**src/rtl/id_ex_reg_pkg.sv**
```systemverilog
// RV32I shared definitions: opcode encodings, NOP opcode, datapath width, operand-use helpers.
// No logic; constants and pure functions only.
// Used by id_ex_reg, ld_use_detect and ex_ctrl.
package id_ex_reg_pkg;

    localparam int XLEN = 32;
    localparam int RA_W = 5;

    localparam logic [6:0] OP_LOAD    = 7'b0000011;
    localparam logic [6:0] OP_STORE   = 7'b0100011;
    localparam logic [6:0] OP_BRANCH  = 7'b1100011;
    localparam logic [6:0] OP_REG     = 7'b0110011;
    localparam logic [6:0] OP_IMM     = 7'b0010011;
    localparam logic [6:0] OP_LUI     = 7'b0110111;
    localparam logic [6:0] OP_AUIPC   = 7'b0010111;
    localparam logic [6:0] OP_JAL     = 7'b1101111;
    localparam logic [6:0] OP_JALR    = 7'b1100111;
    localparam logic [6:0] NOP_OPCODE = OP_IMM;

    // rs1 field is immediate bits for U/J formats
    function automatic logic uses_rs1(input logic [6:0] op);
        return !((op == OP_LUI) || (op == OP_AUIPC) || (op == OP_JAL));
    endfunction

    function automatic logic uses_rs2(input logic [6:0] op);
        return (op == OP_REG) || (op == OP_BRANCH) || (op == OP_STORE);
    endfunction

endpackage

```
**src/rtl/id_ex_reg_ld_use_detect.sv**
```systemverilog
// Load-use hazard detect: EX holds a load whose rd is read by the ID instruction.
// Latency: combinational.
// Backpressure: none; the result is used by the caller to hold ID.
module ld_use_detect
    import id_ex_reg_pkg::*;
#(
    parameter int RA_W = 5
) (
    input  logic            ex_valid,
    input  logic [6:0]      ex_opcode,
    input  logic [RA_W-1:0] ex_rd,
    input  logic            id_valid,
    input  logic [6:0]      id_opcode,
    input  logic [RA_W-1:0] id_rs1,
    input  logic [RA_W-1:0] id_rs2,
    output logic            load_use_stall
);

    logic ex_is_load;
    logic rs1_hit;
    logic rs2_hit;

    // x0 never carries a real result, so a load to x0 creates no dependency
    assign ex_is_load     = ex_valid && (ex_opcode == OP_LOAD) && (ex_rd != '0);
    assign rs1_hit        = uses_rs1(id_opcode) && (id_rs1 == ex_rd);
    assign rs2_hit        = uses_rs2(id_opcode) && (id_rs2 == ex_rd);
    assign load_use_stall = ex_is_load && id_valid && (rs1_hit || rs2_hit);

endmodule

```
**src/rtl/id_ex_reg.sv**
```systemverilog
// ID/EX pipeline register with load-use bubble insertion and EX-redirect flush.
// Latency: 1 cycle ID->EX, full throughput; optional one-entry skid (ID_EX_SKID_EN).
// Backpressure: holds entry while ex_ready=0; id_ready drops on hazard or full stage.
module id_ex_reg
    import id_ex_reg_pkg::*;
#(
    parameter int XLEN = 32,
    parameter int RA_W = 5
) (
    input  logic            clk,
    input  logic            rst,
    input  logic            id_valid,
    output logic            id_ready,
    input  logic [XLEN-1:0] id_pc,
    input  logic [XLEN-1:0] id_data1,
    input  logic [XLEN-1:0] id_data2,
    input  logic [XLEN-1:0] id_imm,
    input  logic [6:0]      id_opcode,
    input  logic [2:0]      id_funct3,
    input  logic [6:0]      id_funct7,
    input  logic [RA_W-1:0] id_rs1,
    input  logic [RA_W-1:0] id_rs2,
    input  logic [RA_W-1:0] id_rd,
    input  logic            flush,
    output logic            ex_valid,
    input  logic            ex_ready,
    output logic [XLEN-1:0] ex_pc,
    output logic [XLEN-1:0] ex_data1,
    output logic [XLEN-1:0] ex_data2,
    output logic [XLEN-1:0] ex_imm,
    output logic [6:0]      ex_opcode,
    output logic [2:0]      ex_funct3,
    output logic [6:0]      ex_funct7,
    output logic [RA_W-1:0] ex_rs1,
    output logic [RA_W-1:0] ex_rs2,
    output logic [RA_W-1:0] ex_rd,
    output logic            load_use_stall
);

    typedef struct packed {
        logic [XLEN-1:0] pc;
        logic [XLEN-1:0] data1;
        logic [XLEN-1:0] data2;
        logic [XLEN-1:0] imm;
        logic [6:0]      opcode;
        logic [2:0]      funct3;
        logic [6:0]      funct7;
        logic [RA_W-1:0] rs1;
        logic [RA_W-1:0] rs2;
        logic [RA_W-1:0] rd;
    } entry_t;

    function automatic entry_t nop_entry();
        entry_t e;
        e        = '0;
        e.opcode = NOP_OPCODE;
        return e;
    endfunction

    entry_t id_ent;
    entry_t main_q;
    logic   main_vld_q;
    logic   main_load;
    logic   xfer_in;
    logic   hazard_raw;

    assign id_ent = '{pc: id_pc, data1: id_data1, data2: id_data2, imm: id_imm,
                      opcode: id_opcode, funct3: id_funct3, funct7: id_funct7,
                      rs1: id_rs1, rs2: id_rs2, rd: id_rd};

    ld_use_detect #(.RA_W(RA_W)) u_ld_use_detect (
        .ex_valid       (main_vld_q),
        .ex_opcode      (main_q.opcode),
        .ex_rd          (main_q.rd),
        .id_valid       (id_valid),
        .id_opcode      (id_opcode),
        .id_rs1         (id_rs1),
        .id_rs2         (id_rs2),
        .load_use_stall (hazard_raw)
    );

    // the redirect already kills the ID instruction, so a hazard against it is moot
    assign load_use_stall = hazard_raw && !flush;
    assign main_load      = !main_vld_q || ex_ready;

`ifdef ID_EX_SKID_EN
    entry_t skid_q;
    logic   skid_full_q;

    assign id_ready = flush || (!skid_full_q && !load_use_stall);
    assign xfer_in  = id_valid && id_ready && !flush;

    always_ff @(posedge clk) begin
        if (rst || flush) begin
            main_vld_q  <= 1'b0;
            main_q      <= nop_entry();
            skid_full_q <= 1'b0;
            skid_q      <= nop_entry();
        end else if (main_load) begin
            // id_ready is low while the skid is full, so no new entry competes here
            if (skid_full_q) begin
                main_vld_q  <= 1'b1;
                main_q      <= skid_q;
                skid_full_q <= 1'b0;
                skid_q      <= nop_entry();
            end else if (xfer_in) begin
                main_vld_q <= 1'b1;
                main_q     <= id_ent;
            end else begin
                main_vld_q <= 1'b0;
                main_q     <= nop_entry();
            end
        end else if (xfer_in) begin
            skid_full_q <= 1'b1;
            skid_q      <= id_ent;
        end
    end
`else
    assign id_ready = flush || ((!main_vld_q || ex_ready) && !load_use_stall);
    assign xfer_in  = id_valid && id_ready && !flush;

    always_ff @(posedge clk) begin
        if (rst || flush) begin
            main_vld_q <= 1'b0;
            main_q     <= nop_entry();
        end else if (main_load) begin
            // an empty load slot becomes a NOP bubble so EX sees a clean encoding
            if (xfer_in) begin
                main_vld_q <= 1'b1;
                main_q     <= id_ent;
            end else begin
                main_vld_q <= 1'b0;
                main_q     <= nop_entry();
            end
        end
    end
`endif

    assign ex_valid  = main_vld_q;
    assign ex_pc     = main_q.pc;
    assign ex_data1  = main_q.data1;
    assign ex_data2  = main_q.data2;
    assign ex_imm    = main_q.imm;
    assign ex_opcode = main_q.opcode;
    assign ex_funct3 = main_q.funct3;
    assign ex_funct7 = main_q.funct7;
    assign ex_rs1    = main_q.rs1;
    assign ex_rs2    = main_q.rs2;
    assign ex_rd     = main_q.rd;

endmodule
```
**config.mk**
```make
export PLATFORM = sky130hd
export DESIGN_NAME = id_ex_reg
export DESIGN_NICKNAME = d
export VERILOG_FILES = /design/src/rtl/id_ex_reg_pkg.sv /design/src/rtl/id_ex_reg_ld_use_detect.sv /design/src/rtl/id_ex_reg.sv
export SDC_FILE = /design/constraint.sdc
export NUM_CORES = 1
export LEC_CHECK = 0
export ABC_AREA = 1
export BUFFER_PORTS_ARGS = -buffer_cell sky130_fd_sc_hd__buf_4
export CAP_MARGIN = 20
export CORE_AREA = 2 2 127 129
export DETAILED_ROUTE_END_ITERATION = 16
export DIE_AREA = 0 0 129 131
export GPL_TIMING_DRIVEN = 0
export PLACE_DENSITY = 0.76
export SYNTH_ARGS = -nofsm -noshare
export SYNTH_HDL_FRONTEND = slang
export SYNTH_SLANG_ARGS = --single-unit
```
**constraint.sdc**
```tcl
create_clock -name clk -period 2 [get_ports clk]
set_clock_uncertainty 0.2 [all_clocks]
set_input_delay 0.4 -clock clk [delete_from_list [all_inputs] [get_ports clk]]
set_output_delay 0.4 -clock clk [all_outputs]
set_load 0.005 [all_outputs]
```
Word level (Yosys, flattened, before mapping):

Index checks and enable logic that the tools add are counted.

* equal/unequal tests: 9
* muxes and demuxes: 2
* reduce and logical (&&, ||, !) cells: 23

Operators by type and width (count)
* 2-to-1 mux 160 bit: 1
* equality test 7 x 6 -> 1 bit (second input constant): 3
* equality test 7 bit (second input constant): 2
* equality test 5 bit: 2
* logical AND 1 bit: 10
* logical OR 1 bit: 8
* equality test 7 x 2 -> 1 bit (second input constant): 1
* equality test 7 x 5 -> 1 bit (second input constant): 1
* nonzero test 5 bit: 1
* zero test 1 bit: 4
* 2-to-1 mux 1 bit: 1

* register bits after elaboration: 161
* bits of input ports: 165
* output and inout bits: 163
* logic and storage cells: 45

Logic depth before layout (Yosys ltp):

* depth after elaboration: 14
* mapped depth: 13

By module:

Synthesis repeated with hierarchy kept, for this count alone.

* cell total of the unflattened synthesis: 804
* area total of the unflattened synthesis: 6384.9 um^2

By module, submodules not included
* id_ex_reg: instances 1, cells each 738, area an instance 6103.4 um^2, seq. area each 3223.1 um^2
* ld_use_detect: instances 1, cells each 66, area an instance 281.5 um^2, seq. area each 0.0 um^2

Least setup slack after synthesis:

Ideal clock, no wire load.

* path kind: input -> output
* from: in id_valid
* to: out id_ready
* arrival: 1.300 ns
* data required time: 1.400 ns
* setup slack: 0.100 ns
* cell stages on the path: 8
* cell sequence: inv_1 nor2_2 nand4_1 nor2_1 nand2_2 buf_2 inv_1 o21bai_1

* word-level cells in the longest chain between the ends: 6

RTL lines
* from (decl): RTL line id_ex_reg.sv:12 `input logic id_valid,`
* logical AND 1 bit (2 in a row): RTL line id_ex_reg_ld_use_detect.sv:27 `assign load_use_stall = ex_is_load && id_valid && (rs1_hit || rs2_hit);`
* logical AND 1 bit: RTL line id_ex_reg.sv:83 `assign load_use_stall = hazard_raw && !flush;`
* via load_use_stall: RTL line id_ex_reg.sv:37 `output logic load_use_stall`
* zero test 1 bit: RTL line id_ex_reg.sv:119 `assign id_ready = flush || ((!main_vld_q || ex_ready) && !load_use_stall);`
* logical AND 1 bit: RTL line id_ex_reg.sv:119
* logical OR 1 bit: RTL line id_ex_reg.sv:119
* to (decl): RTL line id_ex_reg.sv:13 `output logic id_ready,`

The timed path passes the listed nets, and every way through them passes these cells.

Worst setup path after layout:

* from: reg main_q (netlist bit ex_rd[3])
* to: out id_ready

* word-level cells in the longest chain between the ends: 8
* elaborated cells between the ends (all ways): 13
* those cells by class: eq/ne (2); reduce/logical (11)

RTL lines
* from (decl): RTL line id_ex_reg.sv:61 `entry_t main_q;`
* from (signal assigned): RTL line id_ex_reg.sv:125 `main_q <= nop_entry();`
* from (signal assigned): RTL line id_ex_reg.sv:130 `main_q <= id_ent;`
* from (signal assigned): RTL line id_ex_reg.sv:133 `main_q <= nop_entry();`
* equality test 5 bit (tied with other cells): RTL line id_ex_reg_ld_use_detect.sv:25 `assign rs1_hit = uses_rs1(id_opcode) && (id_rs1 == ex_rd);`
* logical AND 1 bit, on equally long branches: RTL line id_ex_reg_ld_use_detect.sv:25, id_ex_reg_ld_use_detect.sv:24, id_ex_reg_ld_use_detect.sv:26
* logical OR 1 bit / logical AND 1 bit (equally long branches): RTL line id_ex_reg_ld_use_detect.sv:27
* logical AND 1 bit *: RTL line id_ex_reg_ld_use_detect.sv:27
* logical AND 1 bit *: RTL line id_ex_reg.sv:83
* zero test 1 bit *: RTL line id_ex_reg.sv:119
* logical AND 1 bit *: RTL line id_ex_reg.sv:119
* logical OR 1 bit *: RTL line id_ex_reg.sv:119

Every way passes the cells marked *; elsewhere a longest branch is shown, timed or not.

==> results.txt <==
- Clock transition at the registers of the reported paths: 0.07 ns
- Setup slack on the worst reg-to-reg path comes out at 0.06 ns.
* Root buffer cell: sky130_fd_sc_hd__clkbuf_16
- After detailed routing, the average wire length per cell comes to 16.7 um.
- Routed wire length: 22.9 mm
- After synthesis, the cell types taking the most area are sky130_fd_sc_hd__dfxtp_1 51%, sky130_fd_sc_hd__nand4_1 16%, sky130_fd_sc_hd__a21oi_1 12%, sky130_fd_sc_hd__nand2_1 11%, sky130_fd_sc_hd__clkbuf_1 3.5%.
- Number of warning messages in the yosys log: 0
- Detail Placement HPWL: 16.7 mm
* DR iter-0 viols: 512
* Die height: 131 um
* Normalized max-slew margin: 0.510
- Number of fillers in the final layout: 1399
- Hold timing on the final database bottoms out at a slack of 0.0427 ns.
- The initial utilization of the core area, before any placement, comes to 0.406.
- Pin placement for this block handled 328 I/O pins.
* Setup tns final: -0.680 ns
- Slew @ Worst Pin: 0.735 ns
* Critical path depth in cells: 10
- The most critical setup path has its endpoint at id_ready.
- Element type at the critical path end: output port
- Of the synthesized area, sequential elements account for 0.509.
- The via count of the first global-routing pass was 6577.
- Including well taps, the total number of placed cells is 1331.
- Die area: 0.0169 mm2
- Of the cells placed in the final design, the portion with a size suffix greater than 1 is 0.362.
- The number of nets in the synthesized netlist is 953.
* Routed via count: 7215
- Antenna violations before repair: 0
- Unique masters post-synth: 21
- Netlist Area Pre-Place: 0.00634 mm2
- Dividing the synthesized area by the synthesized cell count gives 8.04 um2.
- CORE AREA: 0.0156 mm2
- The checks that failed: setup timing.
- Synth-to-Final Area Change: 54.9%
- The clock net in this run drives a total of 161 sinks.
* Number of antenna-violating nets in the routed design: 0
* Multiplexer share of the synthesized area: 0
- The longest clock path from root to sink contains 2 buffers.
- The critical path is of the reg2out type.
- The max-slew violation total from the final report is 0.
* Area share of and/or/nand/nor cells after synthesis: 0.282
- Cells along the critical path: xnor2_2, nand2_1, nor2_2, nand2_1, nand2_1, nand2_2, buf_6, inv_4, o21bai_1, buf_4
- Nets: 1305
* Global router's overall resource usage: 0.257
- The number of antenna diodes in the final layout is 0.
- Counting I/O delays and the setup requirement, the final critical path takes 2.34 ns.
- The final number of hold-violating endpoints was 0.
- Worst stage delay on the critical path: 0.39 ns
* Largest voltage drop on the vdd net: 518 uV
* Critical register-to-register path startpoint: ex_rd[3]
* Worst-Skew Late Latency: 0.42 ns
- Timing would allow up to 427 MHz.
* Critical Path Source Type: flop
- In this run the static leakage power is 4.05 nW.
- Entering global routing, the biggest net connects 20 pins.
- Data on the critical path arrives at its endpoint at 1.74 ns.
* Port bufs: 327
- The critical path starts at ex_rd[3].
- Worst r2r path cells: 11
* Via count normalized by instance count: 5.27
- Power spread over the standard cell area amounts to 742 mW/mm2.
- Final weighted congestion of routability-driven global placement: 0.874
* Status: finished, violations left
- Compound-Gate Fraction of Synth Area: 0.126
* Setup repair after global routing missed its margin: true
* CTS tree: yes
- Total congestion overflow after global routing: 0
- Non-filler cells, final: 1369
- Fraction of synthesized cell area in xor and xnor cells: 0.0138
- In the finished design, the share of the clock period the worst path needs comes to 1.17.
- Setup violators final: 2
- The H-tree was split into 4 levels.
- Number of optimization iterations in the first detailed-route pass: 5
- STA puts the critical path data required time at 1.40 ns.
- Counting flops and latches in the post-synthesis netlist gives 161.
* Type of the worst min-delay path: in2reg
- Buffers plus inverters on the worst setup path: 3
- The floorplan step set the die width to 129 um.
* Crit-path slowest cell: sky130_fd_sc_hd__dfxtp_4
* CTS Hold Buffers Added: 0
* Remaining routing DRC violations: 0
- Among the stages of the critical path, the cell type that occurs most often is sky130_fd_sc_hd__nand2_1.
* Maximum fanout along the worst path: 4
* Delay-heaviest family, CP: simple AND/OR/NAND/NOR gates
- After synthesis, the largest family of logic cells by area is simple AND/OR/NAND/NOR gates.
* Max-cap violation count: 0
- Synthesized netlist cell count: 788
* Minimum setup slack in the final design: -0.342 ns
- The number of clock buffers added by TritonCTS is 17.
- The share of synthesized area in the top cell type comes to 0.509.
- Endpoint of the lowest-slack register-to-register path: ex_imm[22]
- Post-synthesis cell type with the largest combined area: sky130_fd_sc_hd__dfxtp_1
- After floorplanning, the core was divided into 46 placement rows.
* First-pass GRT wire length: 34.0 mm
* Post-Synth Adder-Cell Area: 0
## Yosys cell counts
cell and number:
sky130_fd_sc_hd__buf_1 6, sky130_fd_sc_hd__nor3b_1 1, sky130_fd_sc_hd__clkbuf_1 59, sky130_fd_sc_hd__inv_1 8, sky130_fd_sc_hd__xor2_1 2, sky130_fd_sc_hd__a21oi_1 158
sky130_fd_sc_hd__nand2_2 1, sky130_fd_sc_hd__dfxtp_1 161, sky130_fd_sc_hd__inv_2 2, sky130_fd_sc_hd__nand2_1 179, sky130_fd_sc_hd__xnor2_1 8, sky130_fd_sc_hd__nand4_1 161
sky130_fd_sc_hd__buf_6 9, sky130_fd_sc_hd__nor2_1 10, sky130_fd_sc_hd__or2_0 3, sky130_fd_sc_hd__nand3_1 2, sky130_fd_sc_hd__nor2_2 2, sky130_fd_sc_hd__o21bai_1 1
sky130_fd_sc_hd__buf_2 11, sky130_fd_sc_hd__clkinv_1 1, sky130_fd_sc_hd__nor3_1 3
## worst min path at each step
stage                     cells after the start  slack, ns         start      endpoint
after global routing                          3       0.04      id_pc[7]      ex_pc[7]
after floorplan                               2       0.26  ex_data1[29]  ex_data1[29]
after detailed placement                      2       0.26     ex_pc[29]     ex_pc[29]
after global placement                        2       0.25      ex_pc[4]      ex_pc[4]
final                                         3       0.04  id_data1[27]  ex_data1[27]
after CTS                                     3       0.03      id_rd[1]      ex_rd[1]
## cells in the final DEF, fill, tap and decap left out, drive strengths merged
| cell | netlist | layout |
|---|---|---|
| a21oi | 158 | 158 |
| buf | 26 | 359 |
| bufinv | 0 | 3 |
| clkbuf | 59 | 81 |
| clkinv | 1 | 7 |
| clkinvlp | 0 | 1 |
| dfxtp | 161 | 161 |
| inv | 10 | 10 |
| nand2 | 180 | 180 |
| nand3 | 2 | 2 |
| nand4 | 161 | 161 |
| nor2 | 12 | 12 |
| nor3 | 3 | 3 |
| nor3b | 1 | 1 |
| o21bai | 1 | 1 |
| or2 | 3 | 3 |
| xnor2 | 8 | 8 |
| xor2 | 2 | 2 |
## state kept, by name, indices dropped and copies added (netlist names)
register,count
ex_data1,32
ex_data2,32
ex_funct3,3
ex_funct7,7
ex_imm,32
ex_opcode,7
ex_pc,32
ex_rd,5
ex_rs1,5
ex_rs2,5
ex_valid,1
## through the flow
stage                     instance area, um2  setup slack (ns)  total power, mW   util
after floorplan                         6340             0.100             3.61      -
after global placement                  9060            -0.611             4.03  0.581
after detailed placement                9060            -0.607             4.04  0.581
after CTS                               9740            -0.364             7.32  0.625
after global routing                    9810            -0.446             7.50  0.629
final                                   9810            -0.342             7.28  0.629
## where the power goes
part | total, mW | internal, mW | switching [mW]
clock | 3.30 | 1.99 | 1.31
combinational | 0.691 | 0.370 | 0.321
sequential | 3.29 | 3.26 | 0.0333
## layout make-up
class / count / area (um2) / area share
plain buffers: 84 / 428 / 0.0436
clock buffers: 22 / 454 / 0.0463
clock inverters: 10 / 135 / 0.0138
inverters: 11 / 43.8 / 0.00446
multi-input cells: 531 / 2730 / 0.279
flip-flops and latches: 161 / 3240 / 0.330
well taps: 216 / 270 / 0.0275
repair buffers: 334 / 2510 / 0.255
## tightest hold or removal path, delay by kind of cell
kind / cells / cell delay [ns]
and+or+nand+nor: 1 / 0.07
AOI/OAI and AO/OA: 1 / 0.05
buffers and inverters: 1 / 0.11
## what timing repair did
item | CTS | global route
endpoints found under the setup margin | 120 | 124
setup buffers | 5 | 2
pin swaps | 8 | 8
resized for setup | 21 | 31
## cell families (layout without fill, tap and decap cells)
group / after synthesis / count (layout)
compound gates: 159 / 159
xor+xnor: 10 / 10
buf+inv: 96 / 461
flops: 161 / 161
simple gates: 362 / 362
## layer usage
metal | wire (um) | share of wire | vias up | global-route usage
met5 | 0 | 0 | - | 0
met4 | 860 | 0.038 | 0 | 0.135
met3 | 1870 | 0.082 | 60 | 0.0745
met2 | 10900 | 0.48 | 320 | 0.408
met1 | 9280 | 0.41 | 3330 | 0.319
li1 | - | - | 3505 | -
Note: power is estimated with default switching activity, not from simulation.
